[config.mk]
export PLATFORM = sky130hd
export DESIGN_NAME = reg_wb_scheduler_flat
export DESIGN_NICKNAME = d
export VERILOG_FILES = /design/src/rtl/reg_wb_scheduler_pkg.sv /design/src/rtl/reg_wb_scheduler_if.sv /design/src/rtl/reg_wb_scheduler_chk.sv /design/src/rtl/reg_wb_scheduler_fifo.sv /design/src/rtl/reg_wb_scheduler.sv /design/src/flat_wrapper.sv
export SDC_FILE = /design/constraint.sdc
export NUM_CORES = 1
export LEC_CHECK = 0
export ABC_AREA = 1
export ABC_CLOCK_PERIOD_IN_PS = 2700
export CORE_MARGIN = 8
export CORE_UTILIZATION = 49
export CTS_CLUSTER_DIAMETER = 30
export DETAILED_ROUTE_END_ITERATION = 16
export PLACE_DENSITY = 0.78
export REMOVE_ABC_BUFFERS = 1
export SYNTH_ARGS = -nofsm -noshare
export SYNTH_HDL_FRONTEND = slang
export SYNTH_SLANG_ARGS = --single-unit
[constraint.sdc]
create_clock -name CLK -period 2.7 [get_ports CLK]
set_clock_uncertainty 0.1 [all_clocks]
set_input_delay 0.675 -clock CLK [delete_from_list [all_inputs] [get_ports CLK]]
set_output_delay 0.675 -clock CLK [all_outputs]
set_load 0.03 [all_outputs]
[src/rtl/reg_wb_scheduler_pkg.sv]
// Shared types and constants for the register-file writeback scheduler.
package reg_wb_scheduler_pkg;
  localparam int XLEN       = 32;
  localparam int NREG       = 32;
  localparam int REG_ADDR_W = 5;

  typedef struct packed {
    logic [REG_ADDR_W-1:0] rd;
    logic [XLEN-1:0]       data;
  } wb_entry_t;

  function automatic logic [NREG-1:0] reg_onehot(input logic [REG_ADDR_W-1:0] r);
    reg_onehot = NREG'(1) << r;
  endfunction
endpackage

[src/rtl/reg_wb_scheduler_if.sv]
// Decode/writeback/register-file signal bundle; master drives issue and results, slave is the scheduler.
interface reg_wb_scheduler_if;
  import reg_wb_scheduler_pkg::*;

  logic                  IssueValid;
  logic [REG_ADDR_W-1:0] IssueRs1;
  logic [REG_ADDR_W-1:0] IssueRs2;
  logic [REG_ADDR_W-1:0] IssueRd;
  logic                  IssueLong;
  logic                  IssueStall;
  logic                  AluWbValid;
  logic [REG_ADDR_W-1:0] AluWbRd;
  logic [XLEN-1:0]       AluWbData;
  logic                  MemWbValid;
  logic [REG_ADDR_W-1:0] MemWbRd;
  logic [XLEN-1:0]       MemWbData;
  logic                  MemWbReady;
  logic                  RegWEn;
  logic [REG_ADDR_W-1:0] AddrD;
  logic [XLEN-1:0]       DataD;
  logic [NREG-1:0]       Pending;

  modport master (
    output IssueValid, IssueRs1, IssueRs2, IssueRd, IssueLong,
    output AluWbValid, AluWbRd, AluWbData, MemWbValid, MemWbRd, MemWbData,
    input  IssueStall, MemWbReady, RegWEn, AddrD, DataD, Pending
  );

  modport slave (
    input  IssueValid, IssueRs1, IssueRs2, IssueRd, IssueLong,
    input  AluWbValid, AluWbRd, AluWbData, MemWbValid, MemWbRd, MemWbData,
    output IssueStall, MemWbReady, RegWEn, AddrD, DataD, Pending
  );
endinterface

[src/rtl/reg_wb_scheduler_chk.sv]
// Protocol invariants between the scoreboard and the two writeback sources.
module reg_wb_scheduler_chk
  import reg_wb_scheduler_pkg::*;
(
  input logic                  clk_i,
  input logic                  rst_ni,
  input logic                  alu_wr_i,
  input logic [REG_ADDR_W-1:0] alu_rd_i,
  input logic                  mem_commit_i,
  input logic [REG_ADDR_W-1:0] mem_rd_i,
  input logic [NREG-1:0]       pending_i
);
  a_alu_not_pending: assert property (@(posedge clk_i) disable iff (!rst_ni)
    alu_wr_i |-> !pending_i[alu_rd_i]);

  a_mem_is_pending: assert property (@(posedge clk_i) disable iff (!rst_ni)
    mem_commit_i |-> pending_i[mem_rd_i]);
endmodule

[src/rtl/reg_wb_scheduler_fifo.sv]
// Strict-order FIFO holding MEM results that lost the write port; push and pop may coincide.
module wb_fifo
  import reg_wb_scheduler_pkg::*;
#(
  parameter  int DEPTH = 2,
  localparam int CNT_W = $clog2(DEPTH + 1),
  localparam int PTR_W = (DEPTH > 1) ? $clog2(DEPTH) : 1
) (
  input  logic             clk_i,
  input  logic             rst_ni,
  input  logic             push_i,
  input  wb_entry_t        push_data_i,
  input  logic             pop_i,
  output wb_entry_t        head_o,
  output logic [CNT_W-1:0] count_o
);
  wb_entry_t        mem_q [DEPTH];
  logic [PTR_W-1:0] wr_ptr_q, rd_ptr_q;
  logic [CNT_W-1:0] count_q;

  function automatic logic [PTR_W-1:0] next_ptr(input logic [PTR_W-1:0] p);
    next_ptr = (p == PTR_W'(DEPTH - 1)) ? '0 : p + PTR_W'(1);
  endfunction

  // Storage, pointers and occupancy; the caller never pushes while full.
  always_ff @(posedge clk_i or negedge rst_ni) begin
    if (!rst_ni) begin
      for (int i = 0; i < DEPTH; i++) mem_q[i] <= '0;
      wr_ptr_q <= '0;
      rd_ptr_q <= '0;
      count_q  <= '0;
    end else begin
      if (push_i) begin
        mem_q[wr_ptr_q] <= push_data_i;
        wr_ptr_q        <= next_ptr(wr_ptr_q);
      end
      if (pop_i) rd_ptr_q <= next_ptr(rd_ptr_q);
      case ({push_i, pop_i})
        2'b10:   count_q <= count_q + CNT_W'(1);
        2'b01:   count_q <= count_q - CNT_W'(1);
        default: count_q <= count_q;
      endcase
    end
  end

  assign head_o  = mem_q[rd_ptr_q];
  assign count_o = count_q;
endmodule

[src/rtl/reg_wb_scheduler.sv]
// Arbitrates the single register-file write port between ALU and MEM writeback
// and tracks outstanding long-latency destinations to stall decode on hazards.
module reg_wb_scheduler
  import reg_wb_scheduler_pkg::*;
#(
  parameter int BUF_DEPTH = 2
) (
  input  logic               CLK,
  input  logic               RST_N,
  reg_wb_scheduler_if.slave  bus
);
  localparam int CNT_W = $clog2(BUF_DEPTH + 1);

  logic                  alu_wr_s, pop_s, push_s, bypass_s, ready_s, stall_s, issue_set_s;
  logic                  we_s, mem_commit_s;
  logic [REG_ADDR_W-1:0] addr_s;
  logic [XLEN-1:0]       data_s;
  logic [CNT_W-1:0]      count_s;
  wb_entry_t             head_s, push_entry_s;
  logic [NREG-1:0]       pending_q, pending_d;

  wb_fifo #(.DEPTH(BUF_DEPTH)) u_fifo (
    .clk_i       (CLK),
    .rst_ni      (RST_N),
    .push_i      (push_s),
    .push_data_i (push_entry_s),
    .pop_i       (pop_s),
    .head_o      (head_s),
    .count_o     (count_s)
  );

  // Source selection: ALU, then buffered MEM, then direct MEM bypass.
  always_comb begin
    alu_wr_s     = bus.AluWbValid && (bus.AluWbRd != '0);
    ready_s      = (count_s < CNT_W'(BUF_DEPTH));
    pop_s        = !alu_wr_s && (count_s != '0);
    bypass_s     = !alu_wr_s && (count_s == '0) && bus.MemWbValid && (bus.MemWbRd != '0);
    push_s       = bus.MemWbValid && ready_s && (bus.MemWbRd != '0) && !bypass_s;
    push_entry_s = '{rd: bus.MemWbRd, data: bus.MemWbData};
    we_s         = 1'b0;
    mem_commit_s = 1'b0;
    addr_s       = '0;
    data_s       = '0;
    if (alu_wr_s) begin
      we_s   = 1'b1;
      addr_s = bus.AluWbRd;
      data_s = bus.AluWbData;
    end else if (pop_s) begin
      we_s         = 1'b1;
      mem_commit_s = 1'b1;
      addr_s       = head_s.rd;
      data_s       = head_s.data;
    end else if (bypass_s) begin
      we_s         = 1'b1;
      mem_commit_s = 1'b1;
      addr_s       = bus.MemWbRd;
      data_s       = bus.MemWbData;
    end else begin
      we_s = 1'b0;
    end
  end

  // Hazard stall and scoreboard next state; a same-cycle set overrides the clear.
  always_comb begin
    stall_s     = bus.IssueValid &&
                  (pending_q[bus.IssueRs1] || pending_q[bus.IssueRs2] || pending_q[bus.IssueRd]);
    issue_set_s = bus.IssueValid && !stall_s && bus.IssueLong && (bus.IssueRd != '0);
    pending_d   = pending_q;
    if (mem_commit_s) begin
      pending_d = pending_d & ~reg_onehot(addr_s);
    end else begin
      pending_d = pending_d;
    end
    if (issue_set_s) begin
      pending_d = pending_d | reg_onehot(bus.IssueRd);
    end else begin
      pending_d = pending_d;
    end
    pending_d[0] = 1'b0;
  end

  // Pending-write scoreboard.
  always_ff @(posedge CLK or negedge RST_N) begin
    if (!RST_N) begin
      pending_q <= '0;
    end else begin
      pending_q <= pending_d;
    end
  end

  // The write port must be quiet while reset is asserted, even with sources valid.
  assign bus.RegWEn     = RST_N & we_s;
  assign bus.AddrD      = RST_N ? addr_s : '0;
  assign bus.DataD      = RST_N ? data_s : '0;
  assign bus.MemWbReady = ready_s;
  assign bus.IssueStall = stall_s;
  assign bus.Pending    = pending_q;

  reg_wb_scheduler_chk u_chk (
    .clk_i        (CLK),
    .rst_ni       (RST_N),
    .alu_wr_i     (alu_wr_s),
    .alu_rd_i     (bus.AluWbRd),
    .mem_commit_i (mem_commit_s),
    .mem_rd_i     (addr_s),
    .pending_i    (pending_q)
  );
endmodule

[src/flat_wrapper.sv]
// flat-port wrapper written by rule: the top's interface ports become plain ports
module reg_wb_scheduler_flat import reg_wb_scheduler_pkg::*;
#(
  parameter int BUF_DEPTH = 2
)
  (CLK, RST_N, bus_IssueValid, bus_IssueRs1, bus_IssueRs2, bus_IssueRd, bus_IssueLong, bus_AluWbValid, bus_AluWbRd, bus_AluWbData, bus_MemWbValid, bus_MemWbRd, bus_MemWbData, bus_IssueStall, bus_MemWbReady, bus_RegWEn, bus_AddrD, bus_DataD, bus_Pending);
  reg_wb_scheduler_if bus_i ();
  input  logic CLK;
  input  logic RST_N;
  input wire logic [$bits(bus_i.IssueValid)-1:0] bus_IssueValid;
  input wire logic [$bits(bus_i.IssueRs1)-1:0] bus_IssueRs1;
  input wire logic [$bits(bus_i.IssueRs2)-1:0] bus_IssueRs2;
  input wire logic [$bits(bus_i.IssueRd)-1:0] bus_IssueRd;
  input wire logic [$bits(bus_i.IssueLong)-1:0] bus_IssueLong;
  input wire logic [$bits(bus_i.AluWbValid)-1:0] bus_AluWbValid;
  input wire logic [$bits(bus_i.AluWbRd)-1:0] bus_AluWbRd;
  input wire logic [$bits(bus_i.AluWbData)-1:0] bus_AluWbData;
  input wire logic [$bits(bus_i.MemWbValid)-1:0] bus_MemWbValid;
  input wire logic [$bits(bus_i.MemWbRd)-1:0] bus_MemWbRd;
  input wire logic [$bits(bus_i.MemWbData)-1:0] bus_MemWbData;
  output wire logic [$bits(bus_i.IssueStall)-1:0] bus_IssueStall;
  output wire logic [$bits(bus_i.MemWbReady)-1:0] bus_MemWbReady;
  output wire logic [$bits(bus_i.RegWEn)-1:0] bus_RegWEn;
  output wire logic [$bits(bus_i.AddrD)-1:0] bus_AddrD;
  output wire logic [$bits(bus_i.DataD)-1:0] bus_DataD;
  output wire logic [$bits(bus_i.Pending)-1:0] bus_Pending;
  assign bus_i.IssueValid = bus_IssueValid;
  assign bus_i.IssueRs1 = bus_IssueRs1;
  assign bus_i.IssueRs2 = bus_IssueRs2;
  assign bus_i.IssueRd = bus_IssueRd;
  assign bus_i.IssueLong = bus_IssueLong;
  assign bus_i.AluWbValid = bus_AluWbValid;
  assign bus_i.AluWbRd = bus_AluWbRd;
  assign bus_i.AluWbData = bus_AluWbData;
  assign bus_i.MemWbValid = bus_MemWbValid;
  assign bus_i.MemWbRd = bus_MemWbRd;
  assign bus_i.MemWbData = bus_MemWbData;
  assign bus_IssueStall = bus_i.IssueStall;
  assign bus_MemWbReady = bus_i.MemWbReady;
  assign bus_RegWEn = bus_i.RegWEn;
  assign bus_AddrD = bus_i.AddrD;
  assign bus_DataD = bus_i.DataD;
  assign bus_Pending = bus_i.Pending;
  reg_wb_scheduler #(.BUF_DEPTH(BUF_DEPTH)) u_core (.CLK(CLK), .RST_N(RST_N), .bus(bus_i));
endmodule
==> impl_metrics.ini <==
[sta]
fin_crit_ns = 2.77
maxSlewViolCount = 0
setup_ws_ns = -0.0709
finalCritPeriodShare_pct = 103
setup_violations = 24
maxSlewHeadroom_pct = 64.1
rsz0062_at_grt = true
clock.fmax_mhz = 361
hold_violations = 0
worst_pin_slew_ns = 0.538

[min_path]
hold_class = primary input to asynchronous set/reset pin

[clock_network]
clock_sinks = 109
path_clk_slew_ns = 0.08
clock_tree.root_cell = clkbuf_16
clk_latency_ns = 0.36
htree_levels = 3
cts_buffer_depth = 2
cts_tree = yes
numCtsBuffers = 9

[logic_synthesis]
yosys.area.top_type = dfrtp_1
synth.avg_cell_area_um2 = 6.85
synth.most_common_cell = nand2_1
yosysSeqAreaShare_pct = 39.8
synth_top_area_share_pct = 39.8
synth_cell_types = 33
syn-cell-area_um2 = 6860
synthFlopType = dfrtp_1
ys_top_cells_by_count = nand2_1, o21ai_0, dfrtp_1, nor2_1, inv_1
synth-edff-count = 0
synth-seq-cells = 109
yosys_warnings = 0
async_reset_ff_share_pct = 100
synth_area_leaders = dfrtp_1, nand2_1, o21ai_0
netlist_instances = 1001

[worst_setup_path]
critPathKind = primary input to output port
start_kind = primary input
endpoint_kind = output port
cp.required_ns = 1.92
r2r_end = u_core.u_fifo.mem_q[63]
crit_chain = buf_6, nor2_4, nand3b_1, nand2_4, buf_6, buf_6, nand2_4, inv_6, nand2_4, nand2_2, nor2_2, nor2_1, buf_4, buf_12
cpPeakStageDelay_ns = 0.15
path_delay_family = buffers and inverters
critPathArrivalTime_ns = 2.00
critPathSlowestCell = buf_4
r2r_setup_slack_ns = 0.06
critPathBufInv = 6
regToRegStartpoint = u_core.u_fifo.count_o[1]
cp.depth = 14
crit_path_max_fanout = 7
worst-r2r-cell-count = 15

[global_route]
grt.total_usage_pct = 28.0
grt_pass1_vias = 7897
grt_pass1_wl_um = 40700
antenna_found_initial = 0
gr-total-overflow = 0
grt_start_max_net_pins = 47

[cells_and_area]
instances_no_fill = 1420
area_delta_synth_final_pct = 48.5
layout-drive-gt1-share_pct = 23.3
stdcell_area_um2 = 10200
final_nets = 1331
fillers = 1065
diodes = 0

[placement]
gp_congestion = 0.954
placedCellCount = 1373
dp_slack_ns = -0.495
post_dp_cell_area_um2 = 9120
dpl.hpwl_um = 17200
port_buffers = 165

[detailed_routing]
first_iter_violations = 862
drt_first_pass_iters = 6
wl_per_cell_um = 18.2
viasPerCell = 5.66
postRouteAntennaNets = 0
wl_um = 25800
drc = 0
vias = 8038

[run]
cap_violations = 0

[floorplanning]
start_util_pct = 49.8
rows = 43
core_area_um2 = 13800
io_pins = 167
die_w_um = 134
die_area_um2 = 18000
die_h_um = 134

[pwr]
peakVddDrop_v = 0.000556
leakagePower_nw = 4.70
powerDensity_nw_per_um2 = 836

[outcome]
status = complete, but fails checks
violations = setup timing
## timing repair
action,in CTS,in global routing
setup buffers,18,6
gates cloned,6,1
resized for setup,152,71
pin swaps,16,33
setup endpoints to repair,39,77
hold buffers,0,0
## logic make-up (layout without fill, tap and decap cells)
kind of cell	after synthesis	in the layout	share of synthesized area, %
flip-flops	109	109	39.8
buffers and inverters	159	398	9.97
other	1	1	0.0547
adder cells (fa/ha/maj)	1	1	0.182
XOR/XNOR	3	3	0.383
AO/OA/AOI/OAI	235	235	19.0
AND/OR/NAND/NOR	493	493	30.6
## worst register-to-register path: stages, from the launching register on
cell     delay [ns]
dfrtp_1        0.39
nor2_1         0.12
nand2_2        0.08
buf_4          0.13
buf_4          0.12
buf_4          0.12
buf_4          0.12
buf_4          0.12
buf_4          0.12
buf_4          0.12
buf_4          0.13
nor2_4         0.11
inv_2          0.07
or2_4          0.27
buf_12         0.18
o21ai_0        0.25
## where the power goes
group / switching [mW] / internal, mW
Clock: 0.650 / 0.737
Combinational: 2.63 / 1.83
Sequential: 0.431 / 2.23
Total: 3.71 / 4.80
## per-layer routing
metal  up-vias  share of wire [%]  global-route usage (%)
li1       3789                  -                       -
met1      3811                 40                    35.6
met2       383                 48                    45.2
met3        55                8.7                    6.54
met4         0                2.8                    10.7
met5         -                  0                       0
## through the flow
step | util (%) | TNS (ns) | hold slack, ns | total power, mW
floorplan | - | -162.52 | 0.279 | 4.75
global placement | 66.2 | -29.72 | 0.364 | 6.34
detailed placement | 66.2 | -34.33 | 0.370 | 6.44
CTS | 71.8 | -0.459 | 0.169 | 8.20
global route | 73.9 | -4.23 | 0.186 | 9.06
finish | 73.9 | -0.671 | 0.167 | 8.51
## how the worst max path moves through the flow
stage	startpoint	slack, ns	to
2_1_floorplan	bus_AluWbRd[1]	-1.55	u_core.u_fifo.mem_q[58]
3_3_place_gp	bus_IssueRd[0]	-0.48	bus_IssueStall
3_5_place_dp	bus_IssueRd[0]	-0.49	bus_IssueStall
4_1_cts	bus_AluWbRd[2]	-0.07	bus_DataD[24]
5_1_grt	bus_IssueRs1[1]	-0.19	bus_IssueStall
6_report	bus_AluWbRd[0]	-0.07	bus_AddrD[2]
## area by class of cell
type | instances | area (um2) | area share, %
clock buffer | 9 | 225 | 2.21
clock inverter | 7 | 82.6 | 0.811
inverter | 95 | 374 | 3.67
multi-input combinational | 733 | 3800 | 37.3
sequential | 109 | 2730 | 26.8
tap | 180 | 225 | 2.21
timing repair buffer | 287 | 2750 | 27.0
## registers in the layout, indices dropped and copies added, names as in the netlist
| name | cells |
|---|---|
| u_core.bus.Pending | 31 |
| u_core.u_fifo.count_o | 2 |
| u_core.u_fifo.mem_q | 74 |
| u_core.u_fifo.rd_ptr_q | 1 |
| u_core.u_fifo.wr_ptr_q | 1 |
## cells in the final DEF, fill, tap and decap left out, drive strengths merged
cell             n
nor3            15
nand3           78
nand3b           2
buf            176
ha               1
o211ai           2
nand2          260
bufinv           1
nor2           107
o221ai          20
a31oi            1
a21oi           22
clkinvlp         1
xnor2            1
clkdlybuf4s15    1
o21ai          190
inv             96
xor2             2
dfrtp          109
dlygate4sd2      6
conb             1
or2              1
nand4           29
nor4             1
clkdlybuf4s50  103
clkinv           4
clkbuf          10
No activity file was read; power rests on OpenSTA's default activity.
